==> src/rtl/alarm_ring_ctrl_pkg.sv <==
// alarm_pkg: shared state encoding, BCD time type and comparison helper for the alarm controller
package alarm_pkg;
  localparam int BCD_W = 4;
  typedef enum logic [1:0] {
    ST_DISARMED = 2'b00,
    ST_ARMED    = 2'b01,
    ST_RINGING  = 2'b10,
    ST_SNOOZE   = 2'b11
  } state_t;
  typedef struct packed {
    logic [BCD_W-1:0] hourten;
    logic [BCD_W-1:0] hour;
    logic [BCD_W-1:0] minten;
    logic [BCD_W-1:0] min;
  } bcd_time_t;
  function automatic logic bcd_time_eq(input bcd_time_t a, input bcd_time_t b);
    return a == b;
  endfunction
endpackage

==> src/rtl/alarm_ring_ctrl_if.sv <==
// alarm_ring_ctrl_if: time, button and board I/O bundle between the alarm controller and its neighbours
interface alarm_ring_ctrl_if;
  import alarm_pkg::*;
  logic             sec_tick;
  logic [BCD_W-1:0] cur_hourten, cur_hour, cur_minten, cur_min;
  logic [BCD_W-1:0] alarm_hourten, alarm_hour, alarm_minten, alarm_min;
  logic             alarm_edit;
  logic             alarm_en;
  logic             snooze_p;
  logic             dismiss_p;
  logic             buzzer;
  logic             ring_led;
  logic             snooze_led;
  logic [1:0]       state;
  modport master (
    output sec_tick, cur_hourten, cur_hour, cur_minten, cur_min,
           alarm_hourten, alarm_hour, alarm_minten, alarm_min,
           alarm_edit, alarm_en, snooze_p, dismiss_p,
    input  buzzer, ring_led, snooze_led, state
  );
  modport slave (
    input  sec_tick, cur_hourten, cur_hour, cur_minten, cur_min,
           alarm_hourten, alarm_hour, alarm_minten, alarm_min,
           alarm_edit, alarm_en, snooze_p, dismiss_p,
    output buzzer, ring_led, snooze_led, state
  );
endinterface

==> src/rtl/alarm_ring_ctrl_tone_gen.sv <==
// tone_gen: buzzer tone divider gated by a 0.5 s on / 0.5 s off cadence divider
module tone_gen #(
  parameter int CLK_HZ  = 100_000_000,
  parameter int TONE_HZ = 2_000
) (
  input  logic CLK100MHZ,
  input  logic reset,
  input  logic en,
  input  logic restart,
  output logic out
);
  localparam int TH = CLK_HZ / (2 * TONE_HZ);
  localparam int CH = CLK_HZ / 2;
  localparam int TW = $clog2(TH + 1);
  localparam int CW = $clog2(CH + 1);
  logic [TW-1:0] tone_cnt;
  logic [CW-1:0] cad_cnt;
  logic          tone, cad;
  logic          tone_wrap, cad_wrap;
  assign tone_wrap = tone_cnt == TW'(TH - 1);
  assign cad_wrap  = cad_cnt == CW'(CH - 1);
  assign out       = tone & cad;
  // restart starts both phases high so the first burst of a ring is full length
  always_ff @(posedge CLK100MHZ or posedge reset) begin
    if (reset) begin
      tone_cnt <= '0;
      cad_cnt  <= '0;
      tone     <= 1'b0;
      cad      <= 1'b0;
    end else if (restart) begin
      tone_cnt <= '0;
      cad_cnt  <= '0;
      tone     <= 1'b1;
      cad      <= 1'b1;
    end else if (en) begin
      tone_cnt <= tone_wrap ? '0 : tone_cnt + 1'b1;
      cad_cnt  <= cad_wrap ? '0 : cad_cnt + 1'b1;
      tone     <= tone ^ tone_wrap;
      cad      <= cad ^ cad_wrap;
    end
  end
endmodule

==> src/rtl/alarm_ring_ctrl.sv <==
// alarm_ring_ctrl: alarm FSM with minute-entry trigger, snooze, dismiss, ring timeout and buzzer gating
module alarm_ring_ctrl
  import alarm_pkg::*;
#(
  parameter int CLK_HZ         = 100_000_000,
  parameter int TONE_HZ        = 2_000,
  parameter int SNOOZE_S       = 540,
  parameter int RING_TIMEOUT_S = 60,
  parameter int MAX_AUTO       = 3
) (
  input  logic             CLK100MHZ,
  input  logic             reset,
  alarm_ring_ctrl_if.slave bus
);
  localparam int RW = $clog2(RING_TIMEOUT_S + 1);
  localparam int SW = $clog2(SNOOZE_S + 1);
  localparam int AW = $clog2(MAX_AUTO + 1);
  state_t        state_q, state_d;
  logic [RW-1:0] ring_cnt, ring_d;
  logic [SW-1:0] snz_cnt, snz_d;
  logic [AW-1:0] auto_cnt, auto_d;
  bcd_time_t     cur_t, alarm_t;
  logic          match, match_q, trig, tone_out, buzzer_q;
  assign cur_t          = {bus.cur_hourten, bus.cur_hour, bus.cur_minten, bus.cur_min};
  assign alarm_t        = {bus.alarm_hourten, bus.alarm_hour, bus.alarm_minten, bus.alarm_min};
  assign match          = bcd_time_eq(cur_t, alarm_t);
  assign trig           = match & ~match_q & ~bus.alarm_edit;
  assign bus.state      = state_q;
  assign bus.ring_led   = state_q == ST_RINGING;
  assign bus.snooze_led = state_q == ST_SNOOZE;
  assign bus.buzzer     = buzzer_q;
  // match_q powers up high so releasing reset on the alarm minute cannot ring
  always_ff @(posedge CLK100MHZ or posedge reset) begin
    if (reset) begin
      state_q  <= ST_DISARMED;
      ring_cnt <= '0;
      snz_cnt  <= '0;
      auto_cnt <= '0;
      match_q  <= 1'b1;
      buzzer_q <= 1'b0;
    end else begin
      state_q  <= state_d;
      ring_cnt <= ring_d;
      snz_cnt  <= snz_d;
      auto_cnt <= auto_d;
      match_q  <= match;
      buzzer_q <= tone_out & (state_q == ST_RINGING) & (state_d == ST_RINGING);
    end
  end
  // next state and counters; buttons are tested before the timeout tick so they win
  always_comb begin
    state_d = state_q;
    ring_d  = ring_cnt;
    snz_d   = snz_cnt;
    auto_d  = auto_cnt;
    if (!bus.alarm_en) begin
      state_d = ST_DISARMED;
      ring_d  = '0;
      snz_d   = '0;
      auto_d  = '0;
    end else begin
      case (state_q)
        ST_DISARMED: state_d = ST_ARMED;
        ST_ARMED: if (trig) begin
          state_d = ST_RINGING;
          ring_d  = '0;
          auto_d  = '0;
        end
        ST_RINGING: if (bus.dismiss_p) begin
          state_d = ST_ARMED;
        end else if (bus.snooze_p) begin
          state_d = ST_SNOOZE;
          snz_d   = SW'(SNOOZE_S);
        end else if (bus.sec_tick) begin
          if (ring_cnt == RW'(RING_TIMEOUT_S - 1)) begin
            if (auto_cnt == AW'(MAX_AUTO - 1)) begin
              state_d = ST_ARMED;
            end else begin
              state_d = ST_SNOOZE;
              auto_d  = auto_cnt + 1'b1;
              snz_d   = SW'(SNOOZE_S);
            end
          end else begin
            ring_d = ring_cnt + 1'b1;
          end
        end
        ST_SNOOZE: if (bus.dismiss_p) begin
          state_d = ST_ARMED;
        end else if (bus.sec_tick) begin
          if (snz_cnt == SW'(1)) begin
            state_d = ST_RINGING;
            ring_d  = '0;
          end else if (snz_cnt != '0) begin
            snz_d = snz_cnt - 1'b1;
          end
        end
        default: state_d = ST_DISARMED;
      endcase
    end
  end
  tone_gen #(.CLK_HZ(CLK_HZ), .TONE_HZ(TONE_HZ)) u_tone (
    .CLK100MHZ(CLK100MHZ),
    .reset    (reset),
    .en       (state_q == ST_RINGING),
    .restart  ((state_d == ST_RINGING) && (state_q != ST_RINGING)),
    .out      (tone_out)
  );
endmodule

==> src/flat_wrapper.sv <==
// flat-port wrapper written by rule: the top's interface ports become plain ports
module alarm_ring_ctrl_flat import alarm_pkg::*;
#(
  parameter int CLK_HZ         = 100_000_000,
  parameter int TONE_HZ        = 2_000,
  parameter int SNOOZE_S       = 540,
  parameter int RING_TIMEOUT_S = 60,
  parameter int MAX_AUTO       = 3
)
  (CLK100MHZ, reset, bus_sec_tick, bus_cur_hourten, bus_cur_hour, bus_cur_minten, bus_cur_min, bus_alarm_hourten, bus_alarm_hour, bus_alarm_minten, bus_alarm_min, bus_alarm_edit, bus_alarm_en, bus_snooze_p, bus_dismiss_p, bus_buzzer, bus_ring_led, bus_snooze_led, bus_state);
  alarm_ring_ctrl_if bus_i ();
  input  logic CLK100MHZ;
  input  logic reset;
  input wire logic [$bits(bus_i.sec_tick)-1:0] bus_sec_tick;
  input wire logic [$bits(bus_i.cur_hourten)-1:0] bus_cur_hourten;
  input wire logic [$bits(bus_i.cur_hour)-1:0] bus_cur_hour;
  input wire logic [$bits(bus_i.cur_minten)-1:0] bus_cur_minten;
  input wire logic [$bits(bus_i.cur_min)-1:0] bus_cur_min;
  input wire logic [$bits(bus_i.alarm_hourten)-1:0] bus_alarm_hourten;
  input wire logic [$bits(bus_i.alarm_hour)-1:0] bus_alarm_hour;
  input wire logic [$bits(bus_i.alarm_minten)-1:0] bus_alarm_minten;
  input wire logic [$bits(bus_i.alarm_min)-1:0] bus_alarm_min;
  input wire logic [$bits(bus_i.alarm_edit)-1:0] bus_alarm_edit;
  input wire logic [$bits(bus_i.alarm_en)-1:0] bus_alarm_en;
  input wire logic [$bits(bus_i.snooze_p)-1:0] bus_snooze_p;
  input wire logic [$bits(bus_i.dismiss_p)-1:0] bus_dismiss_p;
  output wire logic [$bits(bus_i.buzzer)-1:0] bus_buzzer;
  output wire logic [$bits(bus_i.ring_led)-1:0] bus_ring_led;
  output wire logic [$bits(bus_i.snooze_led)-1:0] bus_snooze_led;
  output wire logic [$bits(bus_i.state)-1:0] bus_state;
  assign bus_i.sec_tick = bus_sec_tick;
  assign bus_i.cur_hourten = bus_cur_hourten;
  assign bus_i.cur_hour = bus_cur_hour;
  assign bus_i.cur_minten = bus_cur_minten;
  assign bus_i.cur_min = bus_cur_min;
  assign bus_i.alarm_hourten = bus_alarm_hourten;
  assign bus_i.alarm_hour = bus_alarm_hour;
  assign bus_i.alarm_minten = bus_alarm_minten;
  assign bus_i.alarm_min = bus_alarm_min;
  assign bus_i.alarm_edit = bus_alarm_edit;
  assign bus_i.alarm_en = bus_alarm_en;
  assign bus_i.snooze_p = bus_snooze_p;
  assign bus_i.dismiss_p = bus_dismiss_p;
  assign bus_buzzer = bus_i.buzzer;
  assign bus_ring_led = bus_i.ring_led;
  assign bus_snooze_led = bus_i.snooze_led;
  assign bus_state = bus_i.state;
  alarm_ring_ctrl #(.CLK_HZ(CLK_HZ), .TONE_HZ(TONE_HZ), .SNOOZE_S(SNOOZE_S), .RING_TIMEOUT_S(RING_TIMEOUT_S), .MAX_AUTO(MAX_AUTO)) u_core (.CLK100MHZ(CLK100MHZ), .reset(reset), .bus(bus_i));
endmodule
==> config.mk <==
export PLATFORM = sky130hd
export DESIGN_NAME = alarm_ring_ctrl_flat
export DESIGN_NICKNAME = d
export VERILOG_FILES = /design/src/rtl/alarm_ring_ctrl_pkg.sv /design/src/rtl/alarm_ring_ctrl_if.sv /design/src/rtl/alarm_ring_ctrl_tone_gen.sv /design/src/rtl/alarm_ring_ctrl.sv /design/src/flat_wrapper.sv
export SDC_FILE = /design/constraint.sdc
export NUM_CORES = 1
export LEC_CHECK = 0
export BUFFER_PORTS_ARGS = -buffer_cell sky130_fd_sc_hd__clkbuf_2
export CELL_PAD_IN_SITES_DETAIL_PLACEMENT = 1
export CELL_PAD_IN_SITES_GLOBAL_PLACEMENT = 1
export CORE_MARGIN = 5
export CORE_UTILIZATION = 40
export DETAILED_ROUTE_END_ITERATION = 6
export PLACE_DENSITY_LB_ADDON = 0.1
export SYNTH_ARGS = -nofsm -noshare
export SYNTH_HDL_FRONTEND = slang
export SYNTH_SLANG_ARGS = --single-unit
==> constraint.sdc <==
create_clock -name CLK100MHZ -period 2.3 [get_ports CLK100MHZ]
set_input_delay 0.345 -clock CLK100MHZ [delete_from_list [all_inputs] [get_ports CLK100MHZ]]
set_output_delay 0.345 -clock CLK100MHZ [all_outputs]
set_load 0.02 [all_outputs]
**Yosys cells after proc, flatten, opt, wreduce, memory -nomap -nowiden**

Cells that the tools add are included.

- $add $sub $neg: 5
- Equal/unequal tests: 29
- Multiplexer cells: 50
- Bitwise gates (word level): 9
- Reduce and logical (&&, ||, !) cells: 7

Operators by type and width:

| operator | count |
|---|---|
| $mux 10 | 10 |
| $mux 26 | 3 |
| $mux 6 | 9 |
| $mux 15 | 3 |
| $mux 2 | 17 |
| $add 26x1->26 const B | 1 |
| $eq 26x26->1 const B | 1 |
| $ne 3x3->1 const B | 8 |
| $pmux 10 s2 | 1 |
| $pmux 6 s3 | 1 |
| $reduce_and 9->1 | 2 |
| $eq 16x16->1 | 1 |
| $add 15x1->15 const B | 1 |
| $eq 15x15->1 const B | 1 |
| $ne 3x2->1 const B | 4 |
| $eq 10x1->1 const B | 1 |
| $reduce_bool 10->1 | 1 |
| $sub 10x1->10 const B | 1 |
| $eq 2x2->1 const B | 4 |
| $ne 4x4->1 const B | 2 |
| $pmux 2 s4 | 1 |
| $reduce_and 7->1 | 1 |
| $add 6x1->6 const B | 1 |
| $eq 6x6->1 const B | 1 |
| 14 further kinds | 24 |

- Bits in registers: 65
- Bits of input ports: 39
- Output and inout port bits: 5
- Logic and storage cells: 110

**Logic depth before layout (Yosys ltp)**

- Word-level depth: 11
- Gate-level depth with buffers: 9
- Depth with buffers taken out: 7

**By module**

Synthesis repeated with hierarchy kept, for this count alone.

- Cells, all modules: 418
- Area total of the unflattened synthesis: 3862.5 µm²

By module, submodules not included:

| module | instances | cells an instance | area each (µm²) | sequential area each (µm²) |
|---|---|---|---|---|
| tone_gen | 1 | 246 | 2329.7 | 1076.0 |
| alarm_ring_ctrl | 1 | 172 | 1532.7 | 551.8 |

**Worst setup path before layout**

Ideal clock, no wire load.

- Kind: reg2reg
- From: reg u_core.snz_cnt[2]
- To: reg u_core.snz_cnt[9]
- Setup time: 0.124 ns
- Data arrival time: 2.143 ns
- Required time: 2.176 ns
- Slack: 0.033 ns
- Cell stages (with the launch flop): 8
- Path buffers: 2
- Period minus slack after synthesis: 2.267 ns
- Path through: dfrtp_1 or4_1 buf_2 or3_1 buf_2 o2bb2ai_2 and4_1 o31a_1

- Cells in the longest elaborated chain, start to end: 7
- Elaborated cells on any way between the ends: 12
- Those cells by class: add/sub (1); eq/ne (3); mux (6); reduce/logical (2)

Ends and longest elaborated chain:

| item | RTL line | source |
|---|---|---|
| from (decl) | alarm_ring_ctrl.sv:20 | `logic [SW-1:0] snz_cnt, snz_d;` |
| from (signal assigned) | alarm_ring_ctrl.sv:44 | `snz_cnt <= snz_d;` |
| $sub 10x1->10 | alarm_ring_ctrl.sv:94 | `snz_d = snz_cnt - 1'b1;` |
| $mux 10 | alarm_ring_ctrl.sv:93 | `end else if (snz_cnt != '0) begin` |
| $mux 10 | alarm_ring_ctrl.sv:90 | `if (snz_cnt == SW'(1)) begin` |
| $mux 10 | alarm_ring_ctrl.sv:89 | `end else if (bus.sec_tick) begin` |
| $mux 10 | alarm_ring_ctrl.sv:87 | `ST_SNOOZE: if (bus.dismiss_p) begin` |
| $pmux 10 s2 | alarm_ring_ctrl.sv:62 | `case (state_q)` |
| $mux 10 | alarm_ring_ctrl.sv:56 | `if (!bus.alarm_en) begin` |

Several ways; a longest one is shown, not always the timed one. The select of a mux whose other input is x is not followed.
A chain may end at the register's enable or synchronous reset.

**Final worst setup path**

- From: reg u_core.u_tone.tone_cnt[1]
- To: reg u_core.u_tone.tone_cnt[14]

- Cells in the longest elaborated chain, start to end: 4
- Elaborated cells on any way between the ends: 5
- Those cells by class: add/sub (1); eq/ne (1); mux (3)

Ends and longest elaborated chain:

| item | RTL line | source |
|---|---|---|
| from (decl) | alarm_ring_ctrl_tone_gen.sv:16 | `logic [TW-1:0] tone_cnt;` |
| from (signal assigned) | alarm_ring_ctrl_tone_gen.sv:36 | `tone_cnt <= tone_wrap ? '0 : tone_cnt + 1'b1;` |
| $add 15x1->15 / $eq 15x15->1 (equally long branches) | alarm_ring_ctrl_tone_gen.sv:36, alarm_ring_ctrl_tone_gen.sv:20 |  |
| $mux 15 (*) | alarm_ring_ctrl_tone_gen.sv:36 |  |
| $mux 15 (*) | alarm_ring_ctrl_tone_gen.sv:35 | `end else if (en) begin` |
| $mux 15 (*) | alarm_ring_ctrl_tone_gen.sv:30 | `end else if (restart) begin` |

Every way passes the cells marked *; elsewhere a longest branch is shown, timed or not. The select of a mux whose other input is x is not followed.

==> PnR_summary.wiki <==
{| class="wikitable"
! Metric !! Value
|-
| Synth Flop Type || dfrtp_1
|-
| Post-synthesis area per instance || between 8 and 9 um^2
|-
| Number of antenna violations at the first check in global routing || 0
|-
| Detailed router's first-iteration violation count || between 100 and 150
|-
| Portion of netlist area occupied by mux cells || under 10%
|-
| Largest buffer count on any clock path || 2
|-
| TritonCTS clock tree || done
|-
| Number of library cell types mapped by synthesis || between 50 and 60
|-
| Sequential-to-total area share from yosys stat || around two fifths
|-
| Peak per-stage delay on the critical path || approximately 0.66 ns
|-
| Period utilization || between 90% and 100%
|-
| Count of placed standard cells including taps || about 630
|-
| Final count of hold timing violations || 0
|-
| Post-synthesis instance area || a little under 0.004 mm^2
|-
| Buffer count from post-CTS setup fixing || 0
|-
| Final worst slack || about 0.065 ns
|-
| GRT Residual Overflow || 0
|-
| Die Area || 0.0119 mm^2
|-
| Number of H-tree levels || 3
|-
| Core Region || slightly below 0.01 mm^2
|-
| Pin count of the biggest net entering global routing || 47
|-
| Number of flip-flops and latches in the synthesized netlist || 65
|-
| Met3 routed WL || about 220 um
|-
| Worst slew margin relative to its limit || between 60% and 70%
|-
| Final Routed Wirelength || between 10000 and 15000 um
|-
| Cell chosen for the clock root || clkbuf_8
|-
| Layout Nets || 551
|-
| Via count || 3689
|-
| Horiz. Die Dim || around 110 um
|-
| Post-layout power || about 0.0024 W
|-
| Die outline height || around 110 um
|-
| Uppermost metal layer occupied by signal nets || met4
|-
| Kind of path behind the tightest hold check || input port to async pin
|-
| Warnings, synthesis || 0
|-
| Critical path's top delay family || simple AND/OR/NAND/NOR gates
|-
| Type of destination of the critical path || register
|-
| Maximum clock frequency || between 400 and 500 MHz
|-
| Launch instance of the worst register-to-register path || u_core.u_tone.tone_cnt[1]
|-
| Clock slew seen by the registers of the worst setup and hold paths || about 0.08 ns
|-
| Crit Path Max Fanout || 4
|-
| Final core area utilization || about half
|-
| Syn-to-layout area delta || 20.5%
|-
| Worst setup path class || register to register
|-
| Routability cong. || between 0.8 and 0.9
|-
| Number of DRC violations after detailed routing || 0
|-
| Number of nets with antenna violations after detailed routing || 0
|-
| Count of input and output buffers || between 40 and 50
|-
| Time the final worst path needs with I/O delays and setup || around 2.2 ns
|-
| Clock latency of the later-clocked register in the worst-skew pair || between 0.3 and 0.4 ns
|-
| # Max-Cap Violations || 0
|-
| Fraction of final layout cells with drive strength greater than 1 || 20.6%
|-
| Origin of the worst setup path || u_core.u_tone.tone_cnt[1]
|-
| Total nets after synthesis || 492
|-
| First-pass iteration count of the detailed router || 4
|-
| Commonest non-fill, non-tap cells in the layout || dfrtp_1 (64), nand2_1 (47), clkbuf_2 (43)
|-
| Number of failing setup endpoints in the final timing report || 0
|-
| Most frequent cell on the critical path || nand3_1
|-
| Arrival time reported for the critical path endpoint || between 2 and 2.5 ns
|-
| Pre-CTS setup slack || -0.00525 ns
|-
| Pin slew with the least headroom to its limit || 0.520 ns
|-
| Data required time of the critical path || approximately 2.6 ns
|-
| Share of synthesized registers carrying an async set or reset || between 90% and 100%
|-
| Yosys top cell area share || just over 40%
|-
| Total power density per cell area || 505 mW/mm^2
|-
| Synth Area in Compound Gates || 21.8%
|-
| Clock sink count || 65
|-
| Area fraction in and, or, nand and nor cells after synthesis || between 20% and 30%
|-
| Initial core utilization || between 40 and 50%
|-
| Global-route usage over all layers || a little under a fifth
|-
| Routed met2 length || ~5600 um
|-
| Total half-perimeter wirelength after legalization and detailed placement || 7770 um
|-
| Slowest CP cell || or4b_2
|-
| Cell type contributing the most total cell area after synthesis || dfrtp_1
|-
| Via-to-Cell Ratio || approximately 5.7
|-
| Most frequent standard cell in the layout excluding fill and tap cells || dfrtp_1
|-
| First-pass GRT wire length || 18200 um
|-
| Average detailed-routed wire length per instance || 17.0 um
|-
| Dominant combinational cell family by area after synthesis || simple AND/OR/NAND/NOR gates
|-
| Synthesized-area fraction occupied by adder cells || under 10%
|-
| Area contributors post-synth || dfrtp_1 (41%), a31oi_1 (5.7%), nand2_1 (4.5%), xor2_1 (4.2%), a21oi_1 (3.2%)
|-
| Number of enable-type register cells in the synthesized netlist || 0
|-
| IR drop worst, VDD || roughly 0.27 mV
|-
| Clock tree skew after final layout || 0.0166 ns
|-
| Final Slew Violations || 0
|-
| Number of standard cells after synthesis || 446
|-
| Vias in the first global route || 3799
|-
| Unrepaired setup endpoints after global routing || no
|-
| Site row count || 36
|-
| Worst Path Buf+Inv || 1
|-
| I/O pin count || 44
|-
| Metal-1 WL || 5000 um
|-
| Worst Setup Start Kind || register
|-
| Antenna diode count || 0
|-
| Final Non-Filler Cells || around 640
|-
| Cell chain of the critical path || ha_1 -> nand3_1 -> nor4_1 -> buf_4 -> nand3_1 -> or4b_2 -> o211ai_1
|-
| Status || finished clean
|-
| Fraction of synthesized cell area in xor and xnor cells || under 10%
|-
| Standby leakage power || a little under 2 nW
|-
| Number of buffers created by CTS || 9
|}
==> logic make-up (layout without fill, tap and decap cells) <==
logic type      Yosys count  count (layout)
flops                    65              65
compound gates          129             129
xor+xnor                 22              22
simple gates            178             178
buf+inv                  41             105
mux                       4               4
fa+ha+maj                 7               7
==> flip-flops by register name (all words and copies together) (netlist names) <==
signal	flops
u_core.u_tone.tone_cnt	15
u_core.u_tone.cad_cnt	26
u_core.ring_cnt	6
u_core.bus.state	2
u_core.auto_cnt	2
u_core.u_tone.tone	1
u_core.u_tone.cad	1
u_core.bus.buzzer	1
u_core.snz_cnt	10
u_core.match_q	1
==> synthesized netlist by cell type, types with 7 or more instances <==
library cell and number:
a21oi_1 25, a31oi_1 36, a41oi_1 8, and3_1 8, clkbuf_1 17, dfrtp_1 64, ha_1 7, inv_1 19
nand2_1 47, nand2b_1 13, nand3_1 24, nor2_1 22, nor3_1 9, nor4_1 13, o21ai_0 21, xor2_1 19
==> worst paths after layout <==
path	to	slack [ns]	cells after the start
worst max-delay path	u_core.u_tone.tone_cnt[14]	0.06	7
max in group asynchronous	u_core.match_q	1.60	3
min in group CLK100MHZ	u_core.snz_cnt[9]	0.35	2
worst min register to register	u_core.u_tone.cad_cnt[15]	0.48	1
worst min-delay path	u_core.snz_cnt[5]	0.005	2
worst max register to register	u_core.u_tone.tone_cnt[14]	0.06	7
==> cell type report <==
class / count / area, um^2
clock buffer: 10 / 138
clock inverter: 6 / 88.8
fill: 1166 / 4950
inverter: 20 / 75.1
multi-input combinational: 340 / 2190
sequential: 65 / 1630
tap: 133 / 166
timing repair buffer: 69 / 448
==> stage by stage <==
stage	TNS [ns]	area, um^2	hold slack, ns
global route	0	4740	0.0160
global placement	0	4480	0.371
floorplan	0	3930	0.442
detailed placement	-0.00664	4480	0.389
CTS	0	4710	0.00102
finish	0	4740	0.00532
==> report_power, final <==
group / internal, W / leakage, nW / total [W] / switching, W
sequential: 0.00114 / 0.720 / 0.00115 / 0.00000279
clock: 0.000642 / 0.109 / 0.00112 / 0.000482
combinational: 0.0000515 / 1.16 / 0.000124 / 0.0000728
total: 0.00184 / 1.99 / 0.00239 / 0.000558
==> layer usage <==
metal	vias up	global-route usage, %
met5	-	0
met4	0	3.88
met3	12	3.26
met2	39	34.4
met1	1834	23.8
li1	1804	-
==> timing repair <==
item / in CTS / in global routing
setup endpoints to repair: 4 / 9
hold buffers: 0 / 0
pin swaps: 0 / 0
hold endpoints to repair: 0 / 0
resized for setup: 1 / 6
Note: power is estimated with default switching activity, not from simulation.
